`src/rtl/stepgen_pkg.sv`:
```
// Shared types and constants for the STEP/DIR pulse engine and its register map.
package stepgen_pkg;

    typedef enum logic [2:0] {
        ST_IDLE,
        ST_DIRSET,
        ST_HIGH,
        ST_LOW,
        ST_DONE
    } state_t;

    localparam int unsigned DEF_PULSE_HIGH_CYC = 4;
    localparam int unsigned DEF_DIR_SETUP_CYC  = 10;

    // Bit positions in the read-only status register
    localparam int unsigned STAT_BUSY_BIT    = 0;
    localparam int unsigned STAT_ABORTED_BIT = 1;

endpackage

```
`src/rtl/stepgen_phase_timer.sv`:
```
// Loadable down-counter timing the DIRSET, HIGH and LOW phases.
// Loading value D-1 makes o_zero rise D-1 cycles later, so the owning state
// lasts exactly D cycles.
module stepgen_phase_timer #(
    parameter int unsigned W = 32
) (
    input  logic         i_clk,
    input  logic         i_rst_n,
    input  logic         i_load,
    input  logic [W-1:0] i_value,
    output logic         o_zero
);

    logic [W-1:0] r_cnt;

    // Count down to zero and hold there until reloaded
    always_ff @(posedge i_clk) begin
        if (!i_rst_n) begin
            r_cnt <= '0;
        end else if (i_load) begin
            r_cnt <= i_value;
        end else if (r_cnt != '0) begin
            r_cnt <= r_cnt - W'(1);
        end
    end

    assign o_zero = (r_cnt == '0);

endmodule

```
`src/rtl/stepgen_pulse_core.sv`:
```
// STEP/DIR pulse engine: runs move commands from the register bank, tracks
// absolute position and reports status. All outputs are registered.
module stepgen_pulse_core
    import stepgen_pkg::*;
#(
    parameter int unsigned CNT_W          = 32,
    parameter int unsigned PULSE_HIGH_CYC = DEF_PULSE_HIGH_CYC,
    parameter int unsigned DIR_SETUP_CYC  = DEF_DIR_SETUP_CYC
) (
    input  logic             ACLK,
    input  logic             ARESETN,
    input  logic             enable,
    input  logic             cmd_valid,
    output logic             cmd_ready,
    input  logic [CNT_W-1:0] cmd_steps,
    input  logic [CNT_W-1:0] cmd_period,
    input  logic             cmd_dir,
    input  logic             abort,
    input  logic             pos_load,
    input  logic [CNT_W-1:0] pos_value,
    output logic             step_out,
    output logic             dir_out,
    output logic             busy,
    output logic             done_pulse,
    output logic             aborted,
    output logic [CNT_W-1:0] steps_remaining,
    output logic [CNT_W-1:0] position
);

    localparam logic [CNT_W-1:0] C_MIN_PERIOD = CNT_W'(PULSE_HIGH_CYC + 1);
    localparam logic [CNT_W-1:0] C_HIGH_LOAD  = CNT_W'(PULSE_HIGH_CYC - 1);
    localparam logic [CNT_W-1:0] C_DIR_LOAD   = CNT_W'(DIR_SETUP_CYC - 1);

    state_t           r_state, w_state_next;
    logic             r_cmd_ready, r_step, r_dir, r_busy, r_done, r_aborted;
    logic             r_abort_pend;
    logic [CNT_W-1:0] r_steps, r_pos, r_low_load;
    logic             w_abort_req, w_accept, w_abort_end, w_enter_high;
    logic             w_tmr_load, w_tmr_zero;
    logic [CNT_W-1:0] w_tmr_value, w_eff_period;

    assign w_abort_req  = abort | ~enable;
    assign w_accept     = (r_state == ST_IDLE) & r_cmd_ready & cmd_valid;
    assign w_eff_period = (cmd_period < C_MIN_PERIOD) ? C_MIN_PERIOD : cmd_period;
    assign w_enter_high = (w_state_next == ST_HIGH) && (r_state != ST_HIGH);

    stepgen_phase_timer #(.W(CNT_W)) u_timer (
        .i_clk   (ACLK),
        .i_rst_n (ARESETN),
        .i_load  (w_tmr_load),
        .i_value (w_tmr_value),
        .o_zero  (w_tmr_zero)
    );

    // Next-state logic and phase timer loading
    always_comb begin
        w_state_next = r_state;
        w_tmr_load   = 1'b0;
        w_tmr_value  = '0;
        w_abort_end  = 1'b0;
        case (r_state)
            ST_IDLE: begin
                if (w_accept) begin
                    if (cmd_steps == '0) begin
                        w_state_next = ST_DONE;
                    end else begin
                        // Without a direction change DIRSET is a single cycle,
                        // which gives the one-cycle accept-to-STEP latency.
                        w_state_next = ST_DIRSET;
                        w_tmr_load   = 1'b1;
                        w_tmr_value  = (cmd_dir != r_dir) ? C_DIR_LOAD : '0;
                    end
                end
            end
            ST_DIRSET: begin
                if (w_abort_req) begin
                    w_state_next = ST_DONE;
                    w_abort_end  = 1'b1;
                end else if (w_tmr_zero) begin
                    w_state_next = ST_HIGH;
                    w_tmr_load   = 1'b1;
                    w_tmr_value  = C_HIGH_LOAD;
                end
            end
            ST_HIGH: begin
                if (w_tmr_zero) begin
                    if (w_abort_req || r_abort_pend) begin
                        w_state_next = ST_DONE;
                        w_abort_end  = 1'b1;
                    end else begin
                        w_state_next = ST_LOW;
                        w_tmr_load   = 1'b1;
                        w_tmr_value  = r_low_load;
                    end
                end
            end
            ST_LOW: begin
                if (w_abort_req) begin
                    w_state_next = ST_DONE;
                    w_abort_end  = 1'b1;
                end else if (w_tmr_zero) begin
                    if (r_steps == '0) begin
                        w_state_next = ST_DONE;
                    end else begin
                        w_state_next = ST_HIGH;
                        w_tmr_load   = 1'b1;
                        w_tmr_value  = C_HIGH_LOAD;
                    end
                end
            end
            ST_DONE: w_state_next = ST_IDLE;
            default: w_state_next = ST_IDLE;
        endcase
    end

    // State register and registered pin/status outputs derived from next state
    always_ff @(posedge ACLK) begin
        if (!ARESETN) begin
            r_state      <= ST_IDLE;
            r_cmd_ready  <= 1'b0;
            r_step       <= 1'b0;
            r_busy       <= 1'b0;
            r_done       <= 1'b0;
            r_abort_pend <= 1'b0;
        end else begin
            r_state      <= w_state_next;
            r_cmd_ready  <= (w_state_next == ST_IDLE) && enable;
            r_step       <= (w_state_next == ST_HIGH);
            r_busy       <= (w_state_next == ST_DIRSET) || (w_state_next == ST_HIGH) ||
                            (w_state_next == ST_LOW);
            r_done       <= (w_state_next == ST_DONE);
            // An abort seen anywhere in a high phase is held until the phase ends
            r_abort_pend <= (r_state == ST_HIGH) && (w_state_next == ST_HIGH) &&
                            (r_abort_pend || w_abort_req);
        end
    end

    // Command latch, step/position bookkeeping and sticky abort flag
    always_ff @(posedge ACLK) begin
        if (!ARESETN) begin
            r_dir      <= 1'b0;
            r_steps    <= '0;
            r_pos      <= '0;
            r_low_load <= '0;
            r_aborted  <= 1'b0;
        end else begin
            if ((r_state == ST_IDLE) && pos_load) begin
                r_pos <= pos_value;
            end
            if (w_accept) begin
                r_steps    <= cmd_steps;
                r_low_load <= w_eff_period - C_MIN_PERIOD;
                r_aborted  <= 1'b0;
                if (cmd_steps != '0) begin
                    r_dir <= cmd_dir;
                end
            end
            if (w_enter_high) begin
                r_steps <= r_steps - CNT_W'(1);
                r_pos   <= r_dir ? (r_pos + CNT_W'(1)) : (r_pos - CNT_W'(1));
            end
            if (w_abort_end) begin
                r_steps   <= '0;
                r_aborted <= 1'b1;
            end
        end
    end

    assign cmd_ready       = r_cmd_ready;
    assign step_out        = r_step;
    assign dir_out         = r_dir;
    assign busy            = r_busy;
    assign done_pulse      = r_done;
    assign aborted         = r_aborted;
    assign steps_remaining = r_steps;
    assign position        = r_pos;

endmodule

```
`config.mk`:
```
export PLATFORM = sky130hd
export DESIGN_NAME = stepgen_pulse_core
export DESIGN_NICKNAME = d
export VERILOG_FILES = /design/src/rtl/stepgen_pkg.sv /design/src/rtl/stepgen_phase_timer.sv /design/src/rtl/stepgen_pulse_core.sv
export SDC_FILE = /design/constraint.sdc
export NUM_CORES = 1
export LEC_CHECK = 0
export ABC_AREA = 1
export BUFFER_PORTS_ARGS = -buffer_cell sky130_fd_sc_hd__buf_2
export CORE_ASPECT_RATIO = 1.1
export CORE_MARGIN = 5
export CORE_UTILIZATION = 50
export DETAILED_ROUTE_END_ITERATION = 10
export PLACE_DENSITY = 0.77
export SLEW_MARGIN = 20
export SYNTH_ARGS = -nofsm -noshare
export SYNTH_HDL_FRONTEND = slang
export SYNTH_SLANG_ARGS = --single-unit
```
`constraint.sdc`:
```
create_clock -name ACLK -period 2.8 [get_ports ACLK]
set_input_delay 0.28 -clock ACLK [delete_from_list [all_inputs] [get_ports ACLK]]
set_output_delay 0.28 -clock ACLK [all_outputs]
set_load 0.01 [all_outputs]
```
==> metrics.txt, run 1 <==
# TYPE chip_impl_metric gauge
chip_impl_metric{name="placementRows",unit=""} 55
chip_impl_metric{name="layout.core_utilization",unit="%"} 59.0
chip_impl_metric{name="post_cts_hold_buffer_count",unit=""} 0
chip_impl_metric{name="via_count",unit=""} 11800
chip_impl_metric{name="drt_iter0_markers",unit=""} 699
chip_impl_metric{name="maximum_vdd_drop",unit="mV"} 0.514
chip_impl_metric{name="synth-edff-count",unit=""} 0
chip_impl_metric{name="tritoncts.num_buffers",unit=""} 17
chip_impl_metric{name="finalWorstSetupSlack",unit="ps"} 327
chip_impl_metric{name="antenna_left",unit=""} 0
chip_impl_metric{name="p_per_area",unit="nW/µm²"} 733
chip_impl_metric{name="grt_antenna_before_repair",unit=""} 0
chip_impl_metric{name="synth-seq-area-share",unit="%"} 26.3
chip_impl_metric{name="syn2layout_area_growth",unit="%"} 16.1
chip_impl_info{name="critPathLaunchType",value="register"} 1
chip_impl_metric{name="async_reset_ff_share",unit="%"} 0
chip_impl_metric{name="static-leakage-power",unit="nW"} 6.23
chip_impl_metric{name="grt_max_degree",unit=""} 73
chip_impl_metric{name="finish.instance_area",unit="µm²"} 12200
chip_impl_metric{name="place_inst",unit=""} 2162
chip_impl_metric{name="critPathRequiredTime",unit="ps"} 3160
chip_impl_metric{name="wirelength",unit="µm"} 33300
chip_impl_metric{name="die-area",unit="µm²"} 24000
chip_impl_metric{name="netlist.area_leader.share",unit="%"} 26.3
chip_impl_info{name="synth_area_leaders",value="sky130_fd_sc_hd__dfxtp_1 (26%), sky130_fd_sc_hd__nand2_1 (18%), sky130_fd_sc_hd__nor2_1 (8.1%)"} 1
chip_impl_info{name="ys_dominant_reg_cell",value="sky130_fd_sc_hd__dfxtp_1"} 1
chip_impl_metric{name="boundaryPins",unit=""} 173
chip_impl_info{name="min-delay-start",value="cmd_steps[10]"} 1
chip_impl_metric{name="worst-endpoint-arrival",unit="ps"} 2830
chip_impl_metric{name="ctsHtreeMaxLevel",unit=""} 4
chip_impl_metric{name="ys_types",unit=""} 43
chip_impl_metric{name="wire_per_inst",unit="µm"} 15.2
chip_impl_metric{name="syn-num-nets",unit=""} 1903
chip_impl_metric{name="first_global_vias",unit=""} 11300
chip_impl_info{name="hold_path.class",value="primary input to register"} 1
chip_impl_metric{name="report.final.slew_viol_count",unit=""} 0
chip_impl_metric{name="initial_utilization",unit="%"} 50.8
chip_impl_metric{name="post_synth.cell_area_avg",unit="µm²"} 5.95
chip_impl_metric{name="synthesis.area",unit="µm²"} 10500
chip_impl_metric{name="fp.dieW",unit="µm"} 148
chip_impl_metric{name="critPathMaxFanout",unit=""} 28
chip_impl_metric{name="report.final.setup_viol",unit=""} 0
chip_impl_metric{name="cts-root-to-sink-buffers",unit=""} 2
chip_impl_metric{name="fin_skew",unit="ps"} 9.37
chip_impl_info{name="r2r-start",value="steps_remaining[0]$_SDFFE_PP0P_"} 1
chip_impl_metric{name="worst_setup_hold_path_clk_slew",unit="ps"} 60
chip_impl_metric{name="detail_route.first_pass.iterations",unit=""} 6
chip_impl_metric{name="final-instance-count-excl-fill",unit=""} 2194
chip_impl_metric{name="diodes",unit=""} 0
chip_impl_metric{name="worst-slew-pin-transition",unit="ps"} 750
chip_impl_info{name="rsz_0062_raised_after_global_routing",value="false"} 1
chip_impl_metric{name="grt.overflow.total",unit=""} 0
chip_impl_metric{name="cts_post_setup_buffers_inserted",unit=""} 0
chip_impl_info{name="tritoncts",value="yes"} 1
chip_impl_info{name="outcome",value="finished clean"} 1
chip_impl_metric{name="detailed_place.area",unit="µm²"} 11600
chip_impl_metric{name="period_share",unit="%"} 88.3
chip_impl_metric{name="groute.usage.overall",unit="%"} 27.9
chip_impl_metric{name="dp_worst_setup_slack",unit="ps"} 264
chip_impl_info{name="timing.critical_path.to_type",value="register"} 1
chip_impl_info{name="yosysTopAreaCell",value="sky130_fd_sc_hd__dfxtp_1"} 1
chip_impl_metric{name="worst_slew_margin_rel",unit="%"} 49.9
chip_impl_metric{name="route.detailed.drc",unit=""} 0
chip_impl_metric{name="nNetsFinal",unit=""} 2063
chip_impl_metric{name="first_pass_grt_wire_length",unit="µm"} 55200
chip_impl_info{name="start_point_of_the_critical_path",value="steps_remaining[0]$_SDFFE_PP0P_"} 1
chip_impl_metric{name="total_power",unit="mW"} 8.93
chip_impl_metric{name="fmaxAchievable",unit="MHz"} 404
chip_impl_metric{name="ys_ff_latch",unit=""} 138
chip_impl_metric{name="io_buffer_count",unit=""} 172
chip_impl_metric{name="source_to_sink_clock_delay_at_the_later_pin_of_the_worst_skew_pair",unit="ps"} 430
chip_impl_metric{name="detail_route.vias_per_cell",unit=""} 5.36
chip_impl_metric{name="setup_total_negative_slack",unit="ps"} 0
chip_impl_metric{name="postCtsResizedCells",unit=""} 0
chip_impl_metric{name="drive_above_1_share",unit="%"} 13.4
chip_impl_metric{name="floorplan.core_area",unit="µm²"} 20600
chip_impl_metric{name="dpl.hpwl",unit="µm"} 26200
chip_impl_metric{name="finalWeightedCongestion",unit=""} 0.989
chip_impl_metric{name="synth_cells",unit=""} 1765
chip_impl_metric{name="number_of_warnings_reported_in_the_yosys_synthesis_log",unit=""} 0
chip_impl_metric{name="finalWorstPathRequiredPeriod",unit="ps"} 2470
chip_impl_metric{name="finalHoldViolCount",unit=""} 0
chip_impl_metric{name="max_cap_violations",unit=""} 0
chip_impl_metric{name="cts.sink_count",unit=""} 138
chip_impl_info{name="setup.worst_path.class",value="register to register"} 1
chip_impl_info{name="clock-root-buffer",value="sky130_fd_sc_hd__clkbuf_16"} 1
chip_impl_metric{name="finalHoldWorstSlack",unit="ps"} 122
chip_impl_metric{name="die_height",unit="µm"} 162
synth_stat cells, types with 9 or more instances:
cell type	instances
sky130_fd_sc_hd__o211ai_1	11
sky130_fd_sc_hd__a31oi_1	18
sky130_fd_sc_hd__ha_1	34
sky130_fd_sc_hd__nor2_2	9
sky130_fd_sc_hd__nand2_1	498
sky130_fd_sc_hd__nor3_1	34
sky130_fd_sc_hd__o21ai_0	112
sky130_fd_sc_hd__nor2_1	227
sky130_fd_sc_hd__nand4_1	37
sky130_fd_sc_hd__inv_1	213
sky130_fd_sc_hd__dfxtp_1	138
sky130_fd_sc_hd__a21oi_1	130
sky130_fd_sc_hd__xor2_1	37
sky130_fd_sc_hd__buf_2	21
sky130_fd_sc_hd__nand3_1	122
sky130_fd_sc_hd__xnor2_1	25
sky130_fd_sc_hd__o21a_1	11
sky130_fd_sc_hd__clkbuf_1	24
per-layer routing:
layer / wire (µm) / global-route usage [%]
met5: 0 / 0
met4: 1120 / 11.1
met3: 1950 / 3.93
met2: 16300 / 49.1
met1: 13900 / 34.5
sequential cells by signal (all words and copies together) (netlist names):
| name | flops |
|---|---|
| r_state | 3 |
| cmd_ready | 1 |
| step_out | 1 |
| steps_remaining | 32 |
| r_abort_pend | 1 |
| done_pulse | 1 |
| r_low_load | 32 |
| dir_out | 1 |
| position | 32 |
| busy | 1 |
| u_timer.r_cnt | 32 |
| aborted | 1 |
final cells by class:
| type | count | area (µm²) |
|---|---|---|
| timing repair buffer | 195 | 1050 |
| clock buffer | 20 | 457 |
| clock inverter | 12 | 136 |
| inverter | 218 | 818 |
| multi-input combinational | 1355 | 6650 |
| tap | 256 | 320 |
| sequential | 138 | 2760 |
| fill | 2100 | 8460 |
where the power goes:
group	internal [mW]	leakage (nW)	total, mW	switching [mW]
logic	1.51	4.82	4.13	2.62
registers	2.25	1.13	2.53	0.283
clock network	1.37	0.284	2.27	0.907
critical path, stage by stage (launching register included):
cell                      delay (ps)
sky130_fd_sc_hd__dfxtp_1         390
sky130_fd_sc_hd__inv_1           100
sky130_fd_sc_hd__ha_1            250
sky130_fd_sc_hd__nand2_2         140
sky130_fd_sc_hd__nor2_4           70
sky130_fd_sc_hd__nand4_1         130
sky130_fd_sc_hd__nand2_1         120
sky130_fd_sc_hd__a21oi_4         190
sky130_fd_sc_hd__buf_4           390
sky130_fd_sc_hd__buf_4           290
sky130_fd_sc_hd__nand3_1         120
sky130_fd_sc_hd__a31oi_1         190
final timing paths:
| path | slack [ps] | to | depth (start not counted) |
|---|---|---|---|
| worst max-delay path | 330 | steps_remaining[19]$_SDFFE_PP0P_ | 11 |
| worst min-delay path | 120 | steps_remaining[10]$_SDFFE_PP0P_ | 3 |
| worst max register to register | 330 | steps_remaining[19]$_SDFFE_PP0P_ | 11 |
| worst min register to register | 470 | u_timer.r_cnt[9]$_SDFFE_PN0P_ | 2 |
kinds of logic (layout without fill, tap and decap cells):
family,after synthesis,in the layout,share of synthesized area (%)
xor gates and xnor gates,62,62,5.17
DFF,138,138,26.3
buffers and inverters,272,445,10.4
AOI/OAI and AO/OA,297,297,15.3
adders and majority gates,35,35,4.24
and+or+nand+nor,961,961,38.5
cell usage in the layout, fill, tap and decap left out, types with 17 or more instances in the layout:
cell and count:
sky130_fd_sc_hd__xor2_1 37, sky130_fd_sc_hd__a21oi_1 130, sky130_fd_sc_hd__nand4_1 37, sky130_fd_sc_hd__nand3_1 122
sky130_fd_sc_hd__xnor2_1 25, sky130_fd_sc_hd__clkbuf_16 17, sky130_fd_sc_hd__dfxtp_1 138, sky130_fd_sc_hd__nand2_1 498
sky130_fd_sc_hd__o21ai_0 112, sky130_fd_sc_hd__buf_4 22, sky130_fd_sc_hd__buf_2 172, sky130_fd_sc_hd__nor2_1 226
sky130_fd_sc_hd__nor3_1 34, sky130_fd_sc_hd__inv_1 213, sky130_fd_sc_hd__a31oi_1 18, sky130_fd_sc_hd__ha_1 34
Power figures use the tool's default switching activity.
==> inputs of run 2 (changes only) <==
==> constraint.sdc (replaced) <==
create_clock -name ACLK -period 2.6 [get_ports ACLK]
set_input_delay 0.26 -clock ACLK [delete_from_list [all_inputs] [get_ports ACLK]]
set_output_delay 0.26 -clock ACLK [all_outputs]
set_load 0.01 [all_outputs]
==> run 2 against run 1 <==
  * Sequential power up 8%
  * Cell area is 1.3% higher
  * Core utilization rose by 0.78 points
  * Non-clock buffer count up 10
  * Sequential share of layout area down 0.29 points
  * Global-route usage grew 0.79 points
  * Register-to-register slack got worse by 140 ps
  * Power grew 11%
  * Clock power up 18%
  * Critical path type unchanged
  * Largest power group unchanged
==> metrics.txt, run 2 (same netlist as run 1, synthesis figures left out) <==
# TYPE chip_impl_metric gauge
chip_impl_info{name="outcome",value="finished clean"} 1
chip_impl_metric{name="p_per_area",unit="nW/µm²"} 802
chip_impl_info{name="critical-path-slowest-cell",value="sky130_fd_sc_hd__ha_1"} 1
chip_impl_metric{name="dpl.hpwl",unit="µm"} 27400
chip_impl_metric{name="source_to_sink_clock_delay_at_the_later_pin_of_the_worst_skew_pair",unit="ps"} 430
chip_impl_metric{name="detailroute.wirelength.met3",unit="µm"} 1880
chip_impl_metric{name="fillCellCount",unit=""} 2076
chip_impl_metric{name="post_cts_hold_buffer_count",unit=""} 0
chip_impl_info{name="crit_path_frequent_cell",value="sky130_fd_sc_hd__nand2_1"} 1
chip_impl_metric{name="critical-path-max-stage-delay",unit="ps"} 370
chip_impl_info{name="timing.critical_path.to_type",value="register"} 1
chip_impl_info{name="hold_path.class",value="primary input to register"} 1
chip_impl_metric{name="worst-endpoint-arrival",unit="ps"} 2750
chip_impl_metric{name="cts-root-to-sink-buffers",unit=""} 2
chip_impl_metric{name="first_global_vias",unit=""} 11600
chip_impl_metric{name="static-leakage-power",unit="nW"} 6.32
chip_impl_info{name="rsz_0062_raised_after_global_routing",value="false"} 1
chip_impl_metric{name="finalWeightedCongestion",unit=""} 1.01
chip_impl_metric{name="maximum_vdd_drop",unit="mV"} 0.561
chip_impl_metric{name="detail_route.vias_per_cell",unit=""} 5.42
chip_impl_info{name="clock-root-buffer",value="sky130_fd_sc_hd__clkbuf_16"} 1
chip_impl_metric{name="cts_post_setup_buffers_inserted",unit=""} 0
chip_impl_info{name="critPathLaunchType",value="register"} 1
chip_impl_metric{name="fin_skew",unit="ps"} 15.5
chip_impl_metric{name="detail_route.first_pass.iterations",unit=""} 5
chip_impl_metric{name="floorplan.core_area",unit="µm²"} 20600
chip_impl_metric{name="drt_iter0_markers",unit=""} 732
chip_impl_info{name="highest_layer",value="met4"} 1
chip_impl_metric{name="wirelength",unit="µm"} 35000
chip_impl_metric{name="finalHoldViolCount",unit=""} 0
chip_impl_metric{name="ctsHtreeMaxLevel",unit=""} 4
chip_impl_metric{name="critPathMaxFanout",unit=""} 31
chip_impl_metric{name="cts.sink_count",unit=""} 138
chip_impl_metric{name="syn2layout_area_growth",unit="%"} 17.7
chip_impl_metric{name="wire_per_inst",unit="µm"} 15.9
chip_impl_metric{name="groute.usage.overall",unit="%"} 28.7
chip_impl_metric{name="grt.overflow.total",unit=""} 0
chip_impl_metric{name="grt_antenna_before_repair",unit=""} 0
chip_impl_metric{name="grt_max_degree",unit=""} 49
chip_impl_metric{name="worst_slew_margin_rel",unit="%"} 42.8
chip_impl_metric{name="finalWorstPathRequiredPeriod",unit="ps"} 2410
chip_impl_metric{name="wire_length_on_met2",unit="µm"} 17200
chip_impl_metric{name="route.detailed.drc",unit=""} 0
chip_impl_info{name="tritoncts",value="yes"} 1
chip_impl_metric{name="diodes",unit=""} 0
chip_impl_metric{name="postCtsResizedCells",unit=""} 0
chip_impl_info{name="layout.cells.most_common",value="sky130_fd_sc_hd__nand2_1"} 1
chip_impl_metric{name="layout.core_utilization",unit="%"} 59.8
chip_impl_metric{name="report.final.setup_viol",unit=""} 0
chip_impl_info{name="setup.worst_path.class",value="register to register"} 1
chip_impl_metric{name="setup_total_negative_slack",unit="ps"} 0
chip_impl_metric{name="nNetsFinal",unit=""} 2073
chip_impl_metric{name="fmaxAchievable",unit="MHz"} 415
chip_impl_metric{name="final-instance-count-excl-fill",unit=""} 2203
chip_impl_metric{name="critPathRequiredTime",unit="ps"} 2940
chip_impl_metric{name="met1Wirelength",unit="µm"} 14500
chip_impl_metric{name="boundaryPins",unit=""} 173
chip_impl_metric{name="fp.dieW",unit="µm"} 148
chip_impl_metric{name="placementRows",unit=""} 55
chip_impl_metric{name="max_cap_violations",unit=""} 0
chip_impl_metric{name="drive_above_1_share",unit="%"} 13.8
chip_impl_metric{name="period_share",unit="%"} 92.7
chip_impl_info{name="timing.critical_path.cells",value="inv_1 > buf_12 > ha_1 > nand2_1 > o21ai_0 > nand2_1 > nand2_1 > nand2_1 > nand2_1 > nand2_1 > nand2_1 > nand2_1 > nand3_1 > nand2_1 > a21oi_1"} 1
chip_impl_metric{name="antenna_left",unit=""} 0
chip_impl_metric{name="tritoncts.num_buffers",unit=""} 17
chip_impl_metric{name="first_pass_grt_wire_length",unit="µm"} 56400
chip_impl_metric{name="initial_utilization",unit="%"} 50.8
chip_impl_metric{name="worst-slew-pin-transition",unit="ps"} 856
chip_impl_metric{name="via_count",unit=""} 11900
chip_impl_info{name="most_frequent_cells_in_the_layout",value="sky130_fd_sc_hd__nand2_1 (498), sky130_fd_sc_hd__nor2_1 (226), sky130_fd_sc_hd__inv_1 (213), sky130_fd_sc_hd__buf_2 (172), sky130_fd_sc_hd__dfxtp_1 (138)"} 1
chip_impl_metric{name="die_height",unit="µm"} 162
chip_impl_metric{name="die-area",unit="µm²"} 24000
chip_impl_metric{name="worst_setup_hold_path_clk_slew",unit="ps"} 70
chip_impl_metric{name="place_inst",unit=""} 2172
chip_impl_metric{name="finalHoldWorstSlack",unit="ps"} 98.5
chip_impl_metric{name="report.final.slew_viol_count",unit=""} 0
chip_impl_metric{name="io_buffer_count",unit=""} 172
[run 2: cell count changes in the layout (fill, tap and decap cells not counted), moves of 2 or more]
cell,before,now
sky130_fd_sc_hd__inv_6,5,0
sky130_fd_sc_hd__buf_12,1,4
sky130_fd_sc_hd__bufinv_16,2,4
sky130_fd_sc_hd__clkinv_4,0,2
sky130_fd_sc_hd__clkbuf_8,2,4
sky130_fd_sc_hd__buf_4,22,29
[run 2: per-stage QoR]
step                      area, µm²  worst slack (ps)  total power [mW]
final                         12300               191              9.91
after global routing          12300              3.68              10.6
after CTS                     12300               243              9.88
after detailed placement      11700               203              7.19
after global placement        11700               205              7.14
after floorplan               10500               145              6.03
[run 2: layout make-up]
cell class | instances | area (µm²) | area share [%]
sequential | 138 | 2760 | 22.4
clock inverter | 10 | 165 | 1.34
tap | 256 | 320 | 2.59
inverter | 218 | 818 | 6.63
multi-input combinational | 1355 | 6640 | 53.8
timing repair buffer | 205 | 1160 | 9.38
clock buffer | 21 | 480 | 3.89
[run 2: critical path, delay by kind of cell (launching register included)]
| family | cells | cell delay, ps |
|---|---|---|
| and+or+nand+nor | 10 | 950 |
| AOI/OAI and AO/OA | 2 | 420 |
| adders and majority gates | 1 | 370 |
| DFF | 1 | 320 |
| buffers and inverters | 2 | 250 |
[run 2: final timing paths]
path / from / to / slack, ps / cells past startpoint
hold / removal: pos_value[4] / position[4]$_SDFFE_PN0P_ / 100 / 3
setup / recovery: dir_out$_SDFFE_PN0P_ / position[19]$_SDFFE_PN0P_ / 190 / 15
setup reg to reg: dir_out$_SDFFE_PN0P_ / position[19]$_SDFFE_PN0P_ / 190 / 15
hold reg to reg: r_low_load[6]$_SDFFE_PN0P_ / u_timer.r_cnt[6]$_SDFFE_PN0P_ / 460 / 2
[run 2: routing by layer]
| layer | GRT usage, % | up-vias |
|---|---|---|
| met5 | 0 | - |
| met4 | 12.5 | 0 |
| met3 | 3.46 | 83 |
| met2 | 51.9 | 419 |
| met1 | 34.2 | 5383 |
| li1 | - | 6054 |
[run 2: where the power goes]
group | switching [mW] | internal (mW)
Combinational | 2.88 | 1.62
Sequential | 0.305 | 2.42
Clock | 0.977 | 1.70
Total | 4.16 | 5.75
==> inputs of run 3 (changes only) <==
--- a/config.mk
+++ b/config.mk
@@ -8,7 +8,6 @@
 export ABC_AREA = 1
 export BUFFER_PORTS_ARGS = -buffer_cell sky130_fd_sc_hd__buf_2
 export CORE_ASPECT_RATIO = 1.1
-export CORE_MARGIN = 5
 export CORE_UTILIZATION = 50
 export DETAILED_ROUTE_END_ITERATION = 10
 export PLACE_DENSITY = 0.77
==> constraint.sdc (replaced) <==
create_clock -name ACLK -period 2.6 [get_ports ACLK]
set_input_delay 0.26 -clock ACLK [delete_from_list [all_inputs] [get_ports ACLK]]
set_output_delay 0.26 -clock ACLK [all_outputs]
set_load 0.05 [all_outputs]
==> run 3 against run 2 <==
  * Sequential power about the same
  * Via count about the same
  * First-iteration DRC count down 6.3%
  * Global-route usage up 3.3 points
  * Hold slack about the same
  * Cell count up 0.91%
==> metrics.txt, run 3 (same netlist as run 1, synthesis figures left out) <==
# TYPE chip_impl_metric gauge
chip_impl_info{name="most_frequent_cells_in_the_layout",value="sky130_fd_sc_hd__nand2_1 (497), sky130_fd_sc_hd__nor2_1 (226), sky130_fd_sc_hd__inv_1 (212), sky130_fd_sc_hd__buf_2 (172), sky130_fd_sc_hd__dfxtp_1 (137)"} 1
chip_impl_info{name="timing.critical_path.to_type",value="register"} 1
chip_impl_metric{name="tritoncts.num_buffers",unit=""} 17
chip_impl_metric{name="boundaryPins",unit=""} 173
chip_impl_info{name="setup.worst_path.class",value="register to register"} 1
chip_impl_metric{name="critical-path-max-stage-delay",unit="ps"} 380
chip_impl_info{name="outcome",value="finished clean"} 1
chip_impl_metric{name="grt_max_degree",unit=""} 51
chip_impl_metric{name="cp.buffers_inverters",unit=""} 3
chip_impl_metric{name="finalHoldViolCount",unit=""} 0
chip_impl_info{name="hold_path.class",value="primary input to register"} 1
chip_impl_metric{name="fin_skew",unit="ps"} 13.2
chip_impl_metric{name="route.detailed.drc",unit=""} 0
chip_impl_metric{name="drive_above_1_share",unit="%"} 15.0
chip_impl_metric{name="critPathRequiredTime",unit="ps"} 2910
chip_impl_metric{name="via_count",unit=""} 11900
chip_impl_metric{name="finalWeightedCongestion",unit=""} 0.977
chip_impl_metric{name="placementRows",unit=""} 55
chip_impl_metric{name="cts-root-to-sink-buffers",unit=""} 2
chip_impl_metric{name="worst-endpoint-arrival",unit="ps"} 2750
chip_impl_metric{name="cts_post_setup_buffers_inserted",unit=""} 0
chip_impl_metric{name="io_buffer_count",unit=""} 172
chip_impl_info{name="crit_path_frequent_cell",value="sky130_fd_sc_hd__nand2_1"} 1
chip_impl_info{name="rsz_0062_raised_after_global_routing",value="false"} 1
chip_impl_metric{name="critPathMaxFanout",unit=""} 31
chip_impl_metric{name="period_share",unit="%"} 93.9
chip_impl_metric{name="total_power",unit="mW"} 9.79
chip_impl_metric{name="maximum_vdd_drop",unit="mV"} 0.560
chip_impl_metric{name="post_cts_hold_buffer_count",unit=""} 0
chip_impl_metric{name="first_global_vias",unit=""} 11400
chip_impl_info{name="clock-root-buffer",value="sky130_fd_sc_hd__clkbuf_16"} 1
chip_impl_metric{name="final-instance-count-excl-fill",unit=""} 2223
chip_impl_info{name="layout.cells.most_common",value="sky130_fd_sc_hd__nand2_1"} 1
chip_impl_metric{name="min_delay_path_depth",unit=""} 3
chip_impl_info{name="timing.critical_path.cells",value="clkinvlp_4 > buf_12 > ha_1 > nand2_1 > inv_1 > nand2_1 > o21bai_1 > nand3b_1 > nand2_1 > nand3_1 > nand2_1 > nand3_1 > nand2_1 > a21oi_1"} 1
chip_impl_metric{name="wire_per_inst",unit="µm"} 15.1
chip_impl_metric{name="layout.core_utilization",unit="%"} 60.7
chip_impl_metric{name="wirelength",unit="µm"} 33600
chip_impl_metric{name="static-leakage-power",unit="nW"} 6.41
chip_impl_metric{name="groute.usage.overall",unit="%"} 32.0
chip_impl_metric{name="path_depth",unit=""} 14
chip_impl_metric{name="initial_utilization",unit="%"} 51.0
chip_impl_metric{name="place_inst",unit=""} 2191
chip_impl_metric{name="postCtsResizedCells",unit=""} 0
chip_impl_metric{name="floorplan.core_area",unit="µm²"} 20600
chip_impl_metric{name="setup_total_negative_slack",unit="ps"} 0
chip_impl_info{name="critPathLaunchType",value="register"} 1
chip_impl_metric{name="syn2layout_area_growth",unit="%"} 18.9
chip_impl_metric{name="grt_antenna_before_repair",unit=""} 0
chip_impl_info{name="tritoncts",value="yes"} 1
chip_impl_metric{name="die_height",unit="µm"} 154
chip_impl_metric{name="fmaxAchievable",unit="MHz"} 410
chip_impl_metric{name="die-area",unit="µm²"} 21600
chip_impl_metric{name="cts.sink_count",unit=""} 138
chip_impl_metric{name="fp.dieW",unit="µm"} 140
chip_impl_metric{name="detail_route.first_pass.iterations",unit=""} 5
chip_impl_metric{name="source_to_sink_clock_delay_at_the_later_pin_of_the_worst_skew_pair",unit="ps"} 430
chip_impl_metric{name="worstRegToRegCells",unit=""} 14
chip_impl_metric{name="worst_setup_hold_path_clk_slew",unit="ps"} 70
chip_impl_metric{name="grt.overflow.total",unit=""} 0
chip_impl_metric{name="report.final.setup_viol",unit=""} 0
chip_impl_metric{name="finalWorstPathRequiredPeriod",unit="ps"} 2440
chip_impl_metric{name="detail_route.vias_per_cell",unit=""} 5.37
chip_impl_metric{name="antenna_left",unit=""} 0
chip_impl_metric{name="dpl.hpwl",unit="µm"} 26300
chip_impl_metric{name="first_pass_grt_wire_length",unit="µm"} 55500
chip_impl_metric{name="ctsHtreeMaxLevel",unit=""} 4
chip_impl_metric{name="nNetsFinal",unit=""} 2092
chip_impl_info{name="critical-path-slowest-cell",value="sky130_fd_sc_hd__dfxtp_4"} 1
chip_impl_metric{name="drt_iter0_markers",unit=""} 686
chip_impl_info{name="worst_path_dominant_cell_family",value="simple AND/OR/NAND/NOR gates"} 1
chip_impl_metric{name="worst_slew_margin_rel",unit="%"} 49.4
chip_impl_metric{name="p_per_area",unit="nW/µm²"} 785
chip_impl_metric{name="report.final.slew_viol_count",unit=""} 0
chip_impl_metric{name="diodes",unit=""} 0
chip_impl_metric{name="worst-slew-pin-transition",unit="ps"} 757
chip_impl_metric{name="max_cap_violations",unit=""} 0
run 3: cell types whose count changed in the layout (fill, tap and decap cells not counted), sizes merged:
cell | previous run | this run
clkinv | 4 | 7
bufinv | 4 | 1
buf | 205 | 224
clkinvlp | 3 | 4
inv | 217 | 218
clkbuf | 21 | 20
run 3: worst reg2reg max path: stages (launching register included):
cell and delay [ps]:
sky130_fd_sc_hd__dfxtp_4 380, sky130_fd_sc_hd__clkinvlp_4 100, sky130_fd_sc_hd__buf_12 180, sky130_fd_sc_hd__ha_1 380, sky130_fd_sc_hd__nand2_1 160, sky130_fd_sc_hd__inv_1 90, sky130_fd_sc_hd__nand2_1 80, sky130_fd_sc_hd__o21bai_1 130
sky130_fd_sc_hd__nand3b_1 220, sky130_fd_sc_hd__nand2_1 180, sky130_fd_sc_hd__nand3_1 90, sky130_fd_sc_hd__nand2_1 60, sky130_fd_sc_hd__nand3_1 120, sky130_fd_sc_hd__nand2_1 100, sky130_fd_sc_hd__a21oi_1 60
run 3: worst paths after layout:
kind | startpoint | to | slack, ps
hold reg to reg | r_low_load[8]$_SDFFE_PN0P_ | u_timer.r_cnt[8]$_SDFFE_PN0P_ | 460
setup reg to reg | dir_out$_SDFFE_PN0P_ | position[25]$_SDFFE_PN0P_ | 160
hold / removal | pos_value[4] | position[4]$_SDFFE_PN0P_ | 100
setup / recovery | dir_out$_SDFFE_PN0P_ | position[25]$_SDFFE_PN0P_ | 160
run 3: cell type report:
cell class	count	area (µm²)
clock buffer	20	467
tap	256	320
fill	2062	8090
multi-input combinational	1355	6670
timing repair buffer	224	1330
sequential	138	2770
inverter	218	822
clock inverter	12	115
run 3: per-layer routing:
metal | wire length, µm | GRT usage (%) | vias up
met1 | 14100 | 37.8 | 5393
met5 | 0 | 0 | -
met3 | 1600 | 3.27 | 57
met4 | 854 | 11.5 | 0
li1 | - | - | 6087
met2 | 17000 | 59.5 | 410
run 3: per-stage QoR:
| step | worst slack [ps] | hold slack [ps] | cell area, µm² |
|---|---|---|---|
| 2_1_floorplan | 110 | 399 | 10500 |
| 3_3_place_gp | 12.5 | 449 | 11900 |
| 3_5_place_dp | 187 | 452 | 11900 |
| 4_1_cts | 177 | 92.0 | 12500 |
| 5_1_grt | 16.8 | 110 | 12500 |
| 6_report | 159 | 98.3 | 12500 |
run 3: power by group:
| part | internal [mW] | total (mW) | switching, mW |
|---|---|---|---|
| sequential | 2.42 | 2.71 | 0.286 |
| clock | 1.40 | 2.41 | 1.01 |
| combinational | 1.65 | 4.68 | 3.03 |
